File: src/rtl/pipe_hazard_ctrl_pkg.sv
// Shared definitions for the unified pipeline hazard controller:
// FSM state codes, EX operand mux select encodings and window counter width.
package pipe_hazard_ctrl_pkg;

    // Controller modes: normal issue, multi-cycle load bubble, branch flush window.
    typedef enum logic [1:0] {
        ST_RUN   = 2'b00,
        ST_STALL = 2'b01,
        ST_FLUSH = 2'b10
    } state_e;

    // EX operand mux selects.
    localparam logic [1:0] FWD_REG = 2'b00;   // register file value
    localparam logic [1:0] FWD_MEM = 2'b10;   // EX/MEM ALU result
    localparam logic [1:0] FWD_WB  = 2'b01;   // MEM/WB write data

    // Width of the stall/flush window down-counter (covers latencies up to 7).
    localparam int WIN_W = 3;

endpackage

File: src/rtl/pipe_hazard_ctrl_fwd_sel.sv
// One EX operand forwarding comparator. The EX/MEM producer is younger than the
// MEM/WB producer, so it wins when both target the same register.
module pipe_hazard_ctrl_fwd_sel
    import pipe_hazard_ctrl_pkg::*;
#(
    parameter int REG_AW = 5,
    parameter int FWD_EN = 1
) (
    input  logic [REG_AW-1:0] src,
    input  logic [REG_AW-1:0] mem_rd,
    input  logic              mem_regwrite,
    input  logic [REG_AW-1:0] wb_rd,
    input  logic              wb_regwrite,
    output logic [1:0]        sel
);

    localparam logic [REG_AW-1:0] REG_ZERO = {REG_AW{1'b0}};

    logic mem_hit_s;
    logic wb_hit_s;

    // Register 0 is hardwired zero, so a write to it never produces a value to forward.
    always_comb begin
        mem_hit_s = mem_regwrite & (mem_rd != REG_ZERO) & (mem_rd == src);
        wb_hit_s  = wb_regwrite  & (wb_rd  != REG_ZERO) & (wb_rd  == src);
    end

    // Pick the newest producer; without forwarding the operand always comes from the register file.
    always_comb begin
        sel = FWD_REG;
        if (FWD_EN == 0) begin
            sel = FWD_REG;
        end else if (mem_hit_s) begin
            sel = FWD_MEM;
        end else if (wb_hit_s) begin
            sel = FWD_WB;
        end else begin
            sel = FWD_REG;
        end
    end

endmodule

File: src/rtl/pipe_hazard_ctrl.sv
// Unified hazard controller for the 5-stage MIPS pipeline: EX operand forwarding
// selects, load-use / RAW stalls, branch/jump flush windows and saturating
// stall/flush performance counters.
module pipe_hazard_ctrl
    import pipe_hazard_ctrl_pkg::*;
#(
    parameter int REG_AW   = 5,
    parameter int LOAD_LAT = 1,
    parameter int BR_FLUSH = 1,
    parameter int FWD_EN   = 1,
    parameter int CNT_W    = 16
) (
    input  logic              clk_i,
    input  logic              rst_i,
    input  logic [REG_AW-1:0] id_rs_i,
    input  logic [REG_AW-1:0] id_rt_i,
    input  logic              id_rs_used_i,
    input  logic              id_rt_used_i,
    input  logic [REG_AW-1:0] ex_rs_i,
    input  logic [REG_AW-1:0] ex_rt_i,
    input  logic [REG_AW-1:0] ex_rd_i,
    input  logic              ex_regwrite_i,
    input  logic              ex_memread_i,
    input  logic [REG_AW-1:0] mem_rd_i,
    input  logic              mem_regwrite_i,
    input  logic [REG_AW-1:0] wb_rd_i,
    input  logic              wb_regwrite_i,
    input  logic              br_taken_i,
    output logic [1:0]        fwd_a_o,
    output logic [1:0]        fwd_b_o,
    output logic              pc_write_o,
    output logic              ifid_write_o,
    output logic              ifid_flush_o,
    output logic              idex_bubble_o,
    output logic [CNT_W-1:0]  stall_cnt_o,
    output logic [CNT_W-1:0]  flush_cnt_o
);

    localparam logic [REG_AW-1:0] REG_ZERO    = {REG_AW{1'b0}};
    localparam logic [CNT_W-1:0]  CNT_MAX     = {CNT_W{1'b1}};
    localparam logic [CNT_W-1:0]  CNT_ONE     = {{(CNT_W-1){1'b0}}, 1'b1};
    localparam logic [CNT_W-1:0]  CNT_ZERO    = {CNT_W{1'b0}};
    localparam logic [WIN_W-1:0]  WIN_ZERO    = {WIN_W{1'b0}};
    localparam logic [WIN_W-1:0]  WIN_ONE     = {{(WIN_W-1){1'b0}}, 1'b1};
    localparam logic [WIN_W-1:0]  LOAD_RELOAD = WIN_W'(LOAD_LAT - 1);
    localparam logic [WIN_W-1:0]  BR_RELOAD   = WIN_W'(BR_FLUSH - 1);

    state_e            state_r;
    state_e            state_nx_s;
    logic [WIN_W-1:0]  cnt_r;
    logic [WIN_W-1:0]  cnt_nx_s;
    logic [1:0]        fwd_a_s;
    logic [1:0]        fwd_b_s;
    logic              rs_ex_hit_s;
    logic              rt_ex_hit_s;
    logic              mem_src_hit_s;
    logic              load_use_s;
    logic              raw_s;
    logic              stall_s;
    logic              flush_s;
    logic [CNT_W-1:0]  stall_cnt_r;
    logic [CNT_W-1:0]  flush_cnt_r;

    pipe_hazard_ctrl_fwd_sel #(.REG_AW(REG_AW), .FWD_EN(FWD_EN)) u_fwd_a (
        .src          (ex_rs_i),
        .mem_rd       (mem_rd_i),
        .mem_regwrite (mem_regwrite_i),
        .wb_rd        (wb_rd_i),
        .wb_regwrite  (wb_regwrite_i),
        .sel          (fwd_a_s)
    );

    pipe_hazard_ctrl_fwd_sel #(.REG_AW(REG_AW), .FWD_EN(FWD_EN)) u_fwd_b (
        .src          (ex_rt_i),
        .mem_rd       (mem_rd_i),
        .mem_regwrite (mem_regwrite_i),
        .wb_rd        (wb_rd_i),
        .wb_regwrite  (wb_regwrite_i),
        .sel          (fwd_b_s)
    );

    // Detect whether the ID instruction reads a register still being produced further down the pipe.
    always_comb begin
        rs_ex_hit_s   = id_rs_used_i & (ex_rd_i != REG_ZERO) & (id_rs_i == ex_rd_i);
        rt_ex_hit_s   = id_rt_used_i & (ex_rd_i != REG_ZERO) & (id_rt_i == ex_rd_i);
        mem_src_hit_s = mem_regwrite_i & (mem_rd_i != REG_ZERO) &
                        ((id_rs_used_i & (id_rs_i == mem_rd_i)) |
                         (id_rt_used_i & (id_rt_i == mem_rd_i)));
        load_use_s    = ex_memread_i & (rs_ex_hit_s | rt_ex_hit_s);
        if (FWD_EN == 0) begin
            // Without bypass paths any pending EX or MEM writer must reach writeback first.
            raw_s = (ex_regwrite_i & (rs_ex_hit_s | rt_ex_hit_s)) | mem_src_hit_s;
        end else begin
            raw_s = 1'b0;
        end
    end

    // Next-state logic: a taken branch overrides everything, then open windows run out, then new hazards.
    always_comb begin
        state_nx_s = state_r;
        cnt_nx_s   = cnt_r;
        stall_s    = 1'b0;
        flush_s    = 1'b0;
        if (br_taken_i) begin
            flush_s = 1'b1;
            if (BR_FLUSH > 1) begin
                state_nx_s = ST_FLUSH;
                cnt_nx_s   = BR_RELOAD;
            end else begin
                state_nx_s = ST_RUN;
                cnt_nx_s   = WIN_ZERO;
            end
        end else begin
            case (state_r)
                ST_RUN: begin
                    if (load_use_s) begin
                        stall_s = 1'b1;
                        if (LOAD_LAT > 1) begin
                            state_nx_s = ST_STALL;
                            cnt_nx_s   = LOAD_RELOAD;
                        end else begin
                            state_nx_s = ST_RUN;
                        end
                    end else if (raw_s) begin
                        // Re-evaluated every cycle; the stall lifts when the writer retires.
                        stall_s = 1'b1;
                    end else begin
                        stall_s = 1'b0;
                    end
                end
                ST_STALL: begin
                    stall_s = 1'b1;
                    if (cnt_r == WIN_ONE) begin
                        state_nx_s = ST_RUN;
                        cnt_nx_s   = WIN_ZERO;
                    end else begin
                        cnt_nx_s = cnt_r - WIN_ONE;
                    end
                end
                ST_FLUSH: begin
                    flush_s = 1'b1;
                    if (cnt_r == WIN_ONE) begin
                        state_nx_s = ST_RUN;
                        cnt_nx_s   = WIN_ZERO;
                    end else begin
                        cnt_nx_s = cnt_r - WIN_ONE;
                    end
                end
                default: begin
                    state_nx_s = ST_RUN;
                    cnt_nx_s   = WIN_ZERO;
                end
            endcase
        end
    end

    // State and window counter register.
    always_ff @(posedge clk_i or posedge rst_i) begin
        if (rst_i) begin
            state_r <= ST_RUN;
            cnt_r   <= WIN_ZERO;
        end else begin
            state_r <= state_nx_s;
            cnt_r   <= cnt_nx_s;
        end
    end

    // Saturating performance counters; a branch cycle never counts as a stall.
    always_ff @(posedge clk_i or posedge rst_i) begin
        if (rst_i) begin
            stall_cnt_r <= CNT_ZERO;
            flush_cnt_r <= CNT_ZERO;
        end else begin
            if (stall_s && (stall_cnt_r != CNT_MAX)) begin
                stall_cnt_r <= stall_cnt_r + CNT_ONE;
            end else begin
                stall_cnt_r <= stall_cnt_r;
            end
            if (br_taken_i && (flush_cnt_r != CNT_MAX)) begin
                flush_cnt_r <= flush_cnt_r + CNT_ONE;
            end else begin
                flush_cnt_r <= flush_cnt_r;
            end
        end
    end

    // Pipeline controls; held at their idle values while reset is asserted so a reset
    // landing mid-window takes effect in the same cycle.
    always_comb begin
        if (rst_i) begin
            fwd_a_o       = FWD_REG;
            fwd_b_o       = FWD_REG;
            pc_write_o    = 1'b1;
            ifid_write_o  = 1'b1;
            ifid_flush_o  = 1'b0;
            idex_bubble_o = 1'b0;
        end else begin
            fwd_a_o       = fwd_a_s;
            fwd_b_o       = fwd_b_s;
            pc_write_o    = ~stall_s;
            ifid_write_o  = ~stall_s;
            ifid_flush_o  = flush_s;
            idex_bubble_o = stall_s | br_taken_i;
        end
    end

    assign stall_cnt_o = stall_cnt_r;
    assign flush_cnt_o = flush_cnt_r;

endmodule
File: config.mk
export PLATFORM = sky130hd
export DESIGN_NAME = pipe_hazard_ctrl
export DESIGN_NICKNAME = d
export VERILOG_FILES = /design/src/rtl/pipe_hazard_ctrl_pkg.sv /design/src/rtl/pipe_hazard_ctrl_fwd_sel.sv /design/src/rtl/pipe_hazard_ctrl.sv
export SDC_FILE = /design/constraint.sdc
export NUM_CORES = 1
export LEC_CHECK = 0
export ABC_AREA = 1
export CORE_UTILIZATION = 42
export CTS_CLUSTER_SIZE = 28
export DETAILED_ROUTE_END_ITERATION = 6
export MAX_ROUTING_LAYER = met4
export PLACE_DENSITY_LB_ADDON = 0.05
export SETUP_SLACK_MARGIN = 0.1
export SLEW_MARGIN = 5
export SYNTH_ARGS = -nofsm -noshare
export SYNTH_HDL_FRONTEND = slang
export SYNTH_HIERARCHICAL = 1
export SYNTH_SLANG_ARGS = --single-unit
File: constraint.sdc
create_clock -name clk_i -period 1.4 [get_ports clk_i]
set_input_delay 0.21 -clock clk_i [delete_from_list [all_inputs] [get_ports clk_i]]
set_output_delay 0.21 -clock clk_i [all_outputs]
set_load 0.02 [all_outputs]
==> impl_metrics.toml <==
[floorplanning]
num_io_pins = 84
die_height_um = 79.88
start_util_pct = 43.28
core-area_mm2 = 0.005886
die_area_mm2 = 0.006381
die_w_um = 79.88
rows = 28

[yosys]
ys_warn_count = 6
netlist_area_mm2 = 0.002547
yosys.area.top_type = "dfrtp_1"
synth.area.top_cells = "dfrtp_1 (31%), nand2_1 (24%), inv_1 (9.3%)"
postSynthCellCount = 412
syn_nets = 458
synth-main-ff-cell = "dfrtp_1"
avgSynthCellArea_um2 = 6.183
synth_edf_count = 0
ys_top_cells_by_count = "nand2_1 (163), inv_1 (63), nor2_1 (46)"
async_flop_share_pct = 100.0
synth-seq-cells = 32
ys_seq_area_share_pct = 31.43
ys_types = 24
yosysTopAreaCellShare_pct = 31.43
yosysMostFrequentCell = "nand2_1"

[global_routing]
grt_pass1_wl_um = 12960
antenna_found_initial = 0
grt_pass1_vias = 3005
track_usage_pct = 26.74
grt_overflow = 0
grt_start_max_net_pins = 33

[min_path]
hp-class = "in2async"

[detailed_routing]
wire_per_inst_um = 13.30
first_iter_violations = 138
via_per_inst = 4.856
vias = 3176
wirelength_um = 8700
post-route-drc-count = 0
drtAntennaViolNets = 0
dr.pass1.iters = 4

[layout]
instances_no_fill = 654
post-route-util_pct = 79.17
syn_to_final_growth_pct = 82.91
antenna_cells = 0
fill_cells = 412
nets = 624
drive_above_1_share_pct = 52.85

[cts]
cts_tree = "done"
numClockSinks = 32
clock_latency_ps = 300
cts.path.max_buffers = 2
cts_buffers = 5
h-tree-depth = 2
clk_pin_slew_ps = 80
cts-root-buf = "clkbuf_8"

[status]
violations = "negative setup slack"
status = "finished, violations left"

[timing]
setup_violations = 30
rsz0062_at_grt = "true"
tightest_slew_ps = 415.6
relSlewSlack_pct = 72.29
final-hold-violation-count = 0
finalCritPeriodShare_pct = 106.8
tns_ps = -1813
skew_ps = 9.342
drv_slew = 0
fin_crit_ps = 1495
fmax_ghz = 0.6691
fin_ws_ps = -94.65

[worst_setup_path]
end_kind = "flip-flop"
critical_path_required_ps = 1630
timing.rr.start = "stall_cnt_o[6]"
r2r_setup_slack_ps = -90
cp.arrival_ps = 1730
start_kind = "flip-flop"
critical_path_class = "reg2reg"
rr_worst_depth = 8
r2r_end = "stall_cnt_o[4]"
crit_path_max_fanout = 7

[placed_design]
finalWeightedCongestion = 0.8472
io_buffers = 82
dp_hpwl_um = 5374
placedCellCount = 617

[power_and_ir_drop]
p_per_area_mw_per_mm2 = 859.7
p_leak_nw = 2.473
ir_drop_mv = 1.292

[flow_run]
drv_cap = 0
[routing by layer]
| layer | wire length, um | vias up | global-route usage [%] |
|---|---|---|---|
| met3 | 364 | 33 | 4.343 |
| met2 | 4462 | 91 | 47.69 |
| met4 | 283 | 0 | 10.18 |
| met5 | 0 | - | - |
| met1 | 3590 | 1468 | 29.82 |
| li1 | - | 1584 | - |
[through the flow]
step	setup slack [ps]	total power, W	area, um2	hold slack [ps]
2_1_floorplan	-78.15	0.001729	2601	142.2
3_3_place_gp	-808.7	0.002347	3885	506.2
3_5_place_dp	-847.6	0.002360	3885	503.0
4_1_cts	-47.30	0.003599	4285	233.5
5_1_grt	-178.4	0.004182	4659	274.7
6_report	-94.65	0.004006	4659	225.7
[how the worst max path moves through the flow]
stage                               from  cells after the start         endpoint
final                     stall_cnt_o[6]                      8   stall_cnt_o[4]
after global routing      stall_cnt_o[6]                      8   stall_cnt_o[3]
after CTS                 stall_cnt_o[0]                      9  stall_cnt_o[10]
after detailed placement      wb_rd_i[0]                     10       fwd_b_o[0]
after global placement        ex_rd_i[1]                     10    idex_bubble_o
after floorplan                    rst_i                      3       pc_write_o
[critical path, cell delays in order, from the launching register on]
cell	delay [ps]
dfrtp_1	430
nand2_2	110
nor3_4	200
nand4_1	170
buf_4	190
nand4_4	70
buf_6	160
nand2_1	60
nand2_1	60
[cell usage in the layout, fill, tap and decap left out, types with 8 or more instances in the layout]
cell type | synthesis | layout
nand2_1 | 163 | 112
buf_4 | 5 | 64
nand2_2 | 3 | 51
buf_6 | 1 | 48
inv_1 | 63 | 38
nor2_1 | 46 | 31
dfrtp_1 | 32 | 24
xor2_1 | 24 | 23
buf_2 | 0 | 23
inv_2 | 5 | 22
nor2_4 | 1 | 14
nand3_1 | 21 | 14
clkbuf_2 | 0 | 9
dfrtp_2 | 0 | 8
dlygate4sd2_1 | 0 | 8
[what timing repair did]
item / 4_1_cts / 5_1_grt
setup endpoints to repair: 72 / 63
hold buffers: 0 / 0
pin swaps: 67 / 60
gates resized for setup: 390 / 132
cloned: 1 / 0
buffers inserted: 18 / 13
[area by class of cell]
type	count	area (um2)	share of cell area, %
flip-flops and latches	32	810.8	17.40
repair buffers	165	1440	30.91
clock inverters	1	30.03	0.6445
clock buffers	7	96.34	2.068
inverters	68	284.0	6.096
well taps	75	93.84	2.014
multi-input cells	306	1904	40.87
[report_power, final]
group / total (W) / internal, W / switching, W
Clock: 0.00101 / 0.000628 / 0.000382
Combinational: 0.00181 / 0.000950 / 0.000863
Sequential: 0.00118 / 0.00104 / 0.000138
Total: 0.00401 / 0.00262 / 0.00138
[state kept, by name, indices dropped and copies added, names as in the netlist]
name / flops
flush_cnt_o: 16
stall_cnt_o: 16
[kinds of logic after synthesis]
family                   synth area share (%)
AO/OA/AOI/OAI                           2.946
flip-flops                              31.43
adder cells (fa/ha/maj)                0.9822
AND/OR/NAND/NOR                         42.73
XOR/XNOR                                9.970
buffers and inverters                   11.94
Power figures use the tool's default switching activity.
